==> config.mk <==
export PLATFORM = sky130hd
export DESIGN_NAME = keypad_decoder
export DESIGN_NICKNAME = d
export VERILOG_FILES = /design/src/rtl/keypad_decoder.sv
export SDC_FILE = /design/constraint.sdc
export NUM_CORES = 1
export LEC_CHECK = 0
export BUFFER_PORTS_ARGS = -buffer_cell sky130_fd_sc_hd__buf_2
export CAP_MARGIN = 40
export CORE_MARGIN = 5
export CORE_UTILIZATION = 41
export CTS_CLUSTER_SIZE = 20
export DETAILED_ROUTE_END_ITERATION = 8
export PLACE_DENSITY_LB_ADDON = 0.15
export SYNTH_ARGS = -nofsm -noshare
export SYNTH_HDL_FRONTEND = slang
export SYNTH_SLANG_ARGS = --single-unit
==> constraint.sdc <==
create_clock -name clk -period 1.1 [get_ports clk]
set_input_delay 0.11 -clock clk [delete_from_list [all_inputs] [get_ports clk]]
set_output_delay 0.11 -clock clk [all_outputs]
set_load 0.01 [all_outputs]
==> src/rtl/keypad_decoder.sv <==
// PS/2 set-2 scan-code stream to per-key held levels and one-cycle press pulses (keypad 4/6/8/2/5, Enter).
// Latency: one cycle from the byteValid of the final code byte to the registered outputs.
// Backpressure: none, every strobed byte is consumed; optional KEYPAD_TIMEOUT_EN adds per-key frame timeouts.
module keypad_decoder #(
  parameter int TIMEOUT_FRAMES = 30
) (
  input  logic       clk,
  input  logic       resetN,
  input  logic       startOfFrame,
  input  logic       byteValid,
  input  logic [7:0] byteData,
  input  logic       clearKeys,
  output logic       key4IsPressed,
  output logic       key6IsPressed,
  output logic       key8IsPressed,
  output logic       key2IsPressed,
  output logic       key5IsPressed,
  output logic       keyEnterIsPressed,
  output logic [5:0] keyPressPulse
);

  typedef enum logic [1:0] {IDLE, EXT, BRK, EXT_BRK} state_t;

  state_t     state, state_nxt;
  logic [5:0] pressed, pulse;
  logic [5:0] key_hit, make_hit, brk_hit, tmo_hit;
  logic       code_vld, is_brk;

  always_ff @(posedge clk or negedge resetN) begin
    if (!resetN)        state <= IDLE;
    else if (clearKeys) state <= IDLE;
    else                state <= state_nxt;
  end

  always_comb begin
    state_nxt = state;
    if (byteValid) begin
      case (byteData)
        8'hE0:   state_nxt = EXT;
        8'hF0:   state_nxt = (state == EXT || state == EXT_BRK) ? EXT_BRK : BRK;
        default: state_nxt = IDLE;
      endcase
    end
  end

  // Extended prefix does not affect mapping, so arrows alias the keypad keys.
  always_comb begin
    key_hit = 6'b0;
    case (byteData)
      8'h6B:   key_hit = 6'b000001;
      8'h74:   key_hit = 6'b000010;
      8'h75:   key_hit = 6'b000100;
      8'h72:   key_hit = 6'b001000;
      8'h73:   key_hit = 6'b010000;
      8'h5A:   key_hit = 6'b100000;
      default: key_hit = 6'b0;
    endcase
    code_vld = byteValid && (byteData != 8'hE0) && (byteData != 8'hF0);
    is_brk   = (state == BRK) || (state == EXT_BRK);
    make_hit = (code_vld && !is_brk) ? key_hit : 6'b0;
    brk_hit  = (code_vld &&  is_brk) ? key_hit : 6'b0;
  end

`ifdef KEYPAD_TIMEOUT_EN
  localparam int CW = $clog2(TIMEOUT_FRAMES + 1);

  logic [CW-1:0] cnt [6];

  // Release fires on the frame that would bring the count to TIMEOUT_FRAMES; a make that cycle wins.
  always_comb begin
    for (int k = 0; k < 6; k++)
      tmo_hit[k] = pressed[k] && startOfFrame && !make_hit[k] &&
                   (cnt[k] == CW'(TIMEOUT_FRAMES - 1));
  end

  always_ff @(posedge clk or negedge resetN) begin
    if (!resetN) begin
      for (int k = 0; k < 6; k++) cnt[k] <= '0;
    end else begin
      for (int k = 0; k < 6; k++) begin
        if (clearKeys || make_hit[k] || brk_hit[k] || tmo_hit[k])
          cnt[k] <= '0;
        else if (pressed[k] && startOfFrame)
          cnt[k] <= cnt[k] + CW'(1);
      end
    end
  end
`else
  logic unused_sof;
  assign unused_sof = startOfFrame;
  assign tmo_hit    = 6'b0;
`endif

  always_ff @(posedge clk or negedge resetN) begin
    if (!resetN) begin
      pressed <= 6'b0;
      pulse   <= 6'b0;
    end else if (clearKeys) begin
      pressed <= 6'b0;
      pulse   <= 6'b0;
    end else begin
      pressed <= (pressed | make_hit) & ~brk_hit & ~tmo_hit;
      pulse   <= make_hit & ~pressed;
    end
  end

  assign key4IsPressed     = pressed[0];
  assign key6IsPressed     = pressed[1];
  assign key8IsPressed     = pressed[2];
  assign key2IsPressed     = pressed[3];
  assign key5IsPressed     = pressed[4];
  assign keyEnterIsPressed = pressed[5];
  assign keyPressPulse     = pulse;

endmodule

==> run_results.csv <==
group,metric,value,unit
route,dr_total_vias,571,
placement,port_buffers,23,
cells_and_area,syn_to_final_growth,35.4,%
route,ant_nets,0,
pwr,vdd_drop_max,0.000427,V
worst_setup_path,path_buf_inv,1,
worst_setup_path,worstSetupPathType,"input pin to flip-flop",
worst_setup_path,worstPathArrival,1.28,ns
logic_synthesis,ys_types,22,
route,wl,1410,um
grt,grt_max_degree,14,
pwr,internal_power,670,uW
route,avgViaCountPerCell,5.14,
cells_and_area,multi_input_area,314,um2
logic_synthesis,yosys_warnings,0,
route,first_pass_iters,4,
clocking,cts-root-buf,"clkbuf_4",
sta,post-route-period-util,99.0,%
flow_run,maxCapViolCount,0,
die,dieArea,2500,um2
logic_synthesis,synth_nets,76,
worst_hold_path,worst_hold_path_type,"input pin to flip-flop",
worst_setup_path,setup.worst_path.end_class,"flip-flop",
clocking,cts.sink_count,13,
die,die_w,50.0,um
clocking,cts_tree,"built",
clocking,h-tree-depth,1,
sta,hold_viol_final,0,
pwr,p_switching,200,uW
pwr,combPwrFrac,12.6,%
cells_and_area,diodes,0,
clocking,cts_buffer_depth,2,
pwr,switching_share,23.0,%
grt,grt_pass1_wl,2510,um
sta,fin_crit,1.09,ns
die,start_util,43.4,%
die,rows,14,
logic_synthesis,synth_area,654,um2
cells_and_area,drive_above_1_share,42.1,%
route,drc,0,
worst_setup_path,required,1.29,ns
worst_setup_path,cp-start-kind,"input pin",
grt,antenna_found_initial,0,
logic_synthesis,synth-seq-cells,13,
worst_setup_path,r2r_slack,0.05,ns
cells_and_area,nFillCells,141,
sta,max_freq,0.918,GHz
pwr,p_leak,0.474,nW
sta,layout_setup_ws,0.0106,ns
die,core-area,1510,um2
cells_and_area,seq_area,325,um2
sta,rsz0062_at_grt,"false",
logic_synthesis,synthCells,63,
pwr,powerDensity,982,nW/um2
clocking,cts_made_buffers,3,
grt,grt-ovfl-total,0,
worst_setup_path,slowest_delay,0.52,ns
sta,finClkSkew,0.00558,ns
grt,grtUsageTotal,13.0,%
placement,place_congestion,0.818,
cells_and_area,nets,109,
route,drt_iter0_drc,10,
worst_setup_path,crit_chain,"buf_2 -> or4b_4 -> or4_1 -> a21oi_1",
die,ioPinCount,25,
route,routedWlPerCell,12.7,um
status,status,"completed",
die,die_h,50.0,um
sta,worst_pin_slew,0.330,ns
clocking,clock_latency,0.27,ns
worst_setup_path,cp_top_family,"simple AND/OR/NAND/NOR gates",
clocking,clk_pin_slew,0.08,ns
worst_setup_path,critical_path.max_fanout,3,
cells_and_area,fin_util,58.8,%
logic_synthesis,ys_seq_area_share,49.7,%
placement,hpwlAfterDp,1120,um
logic_synthesis,synth.avg_cell_area,10.4,um2
sta,slew_headroom,77.7,%
sta,final_max_slew_viol_count,0,
pwr,power_frac_clock,32.4,%
sta,finalSetupViolCount,0,
grt,grt_pass1_vias,579,
pwr,seqPwrFrac,55.0,%
placement,post-place-ws,-0.281,ns
worst_setup_path,slowest_stage,"or4b_4",
area by class of cell:
type                            count  area share, %
Inverter                            2          0.847
Multi-Input combinational cell     43           35.5
Timing Repair Buffer               33           21.8
Clock buffer                        4           2.97
Tap cell                           16           2.26
Sequential cell                    13           36.7
synthesized netlist by cell type (all sizes together):
master | number | area, um2
nor3 | 2 | 10.0
and4b | 2 | 20.0
nor2 | 1 | 3.75
dfrtp | 13 | 325
buf | 1 | 11.3
nor4 | 4 | 25.0
nand3 | 4 | 20.0
or4 | 1 | 7.51
nand2 | 4 | 15.0
clkbuf | 4 | 15.0
inv | 2 | 7.51
a21oi | 1 | 5.00
nor2b | 1 | 6.26
nor3b | 2 | 15.0
or2 | 1 | 6.26
nor4bb | 1 | 10.0
nand3b | 1 | 7.51
mux2i | 6 | 60.1
o211ai | 1 | 7.51
nand4 | 4 | 25.0
or4b | 1 | 13.8
nand2b | 6 | 37.5
layer usage:
layer  vias up  wire length (um)  GRT usage, %
li1        294                 -             -
met1       260               643          15.7
met2        15               652          20.6
met3         2               107          4.82
met4         0                10          5.24
met5         -                 0             0
flip-flops by register name (all words and copies together), names as in the netlist:
| name | flops |
|---|---|
| keyPressPulse | 6 |
| pressed | 6 |
| state | 1 |
per-stage QoR:
stage	cells	total power, mW	hold WS [ns]	cell area (um2)	setup TNS (ns)
global route	111	0.927	0.153	886	0
finish	111	0.870	0.162	886	0
CTS	111	0.880	0.144	873	0
detailed placement	105	0.593	0.00949	823	-1.03
global placement	105	0.591	0.00631	823	-0.902
floorplan	63	0.538	-0.186	668	-0.612
layout by cell type (no fill, tap or decap):
| cell | count |
|---|---|
| clkbuf_1 | 1 |
| and4b_1 | 2 |
| o211ai_1 | 1 |
| or4b_4 | 1 |
| nor4_2 | 3 |
| nand4_1 | 4 |
| mux2i_1 | 6 |
| a21oi_1 | 1 |
| dlygate4sd3_1 | 1 |
| nor3b_1 | 2 |
| nand2_1 | 4 |
| nand3_1 | 4 |
| or2_2 | 1 |
| nand3b_1 | 1 |
| nor4_1 | 1 |
| nor2_1 | 1 |
| inv_1 | 2 |
| or4_1 | 1 |
| buf_2 | 23 |
| dfrtp_1 | 13 |
| nand2b_1 | 6 |
| nor3_1 | 2 |
| nor2b_1 | 1 |
| nor4bb_1 | 1 |
| clkbuf_4 | 3 |
| buf_4 | 9 |
path summary, 6_finish.rpt:
kind                               endpoint  cells past startpoint        start
setup / recovery                   state[1]                      4  byteData[2]
hold / removal             keyPressPulse[3]                      3  byteData[0]
setup reg to reg           keyPressPulse[4]                      2     state[1]
hold reg to reg            keyPressPulse[4]                      1   pressed[4]
max in group asynchronous          state[1]                      2       resetN
min in group asynchronous  keyPressPulse[3]                      2       resetN
kinds of logic after synthesis:
kind of cell | Yosys count | share of synthesized area (%)
flops | 13 | 49.7
simple gates | 35 | 34.0
mux | 6 | 9.18
compound gates | 2 | 1.91
buf+inv | 7 | 5.16
power by group through the flow:
stage               logic (mW)  clock network, mW  registers, mW
floorplan               0.0499                  0          0.489
global placement         0.103                  0          0.488
detailed placement       0.105                  0          0.488
CTS                      0.108              0.293          0.479
global route             0.121              0.327          0.479
finish                   0.110              0.281          0.479
tightest hold or removal path, stage by stage:
cell	delay [ns]
buf_2	0.09
buf_4	0.15
nor4_2	0.05
what timing repair did:
item,4_1_cts,5_1_grt
pin swaps,2,0
gates resized for setup,1,2
endpoints found under the hold margin,13,0
hold buffers,1,0
setup buffers,1,0
setup endpoints to repair,2,2
(Power assumes the default switching activity.)
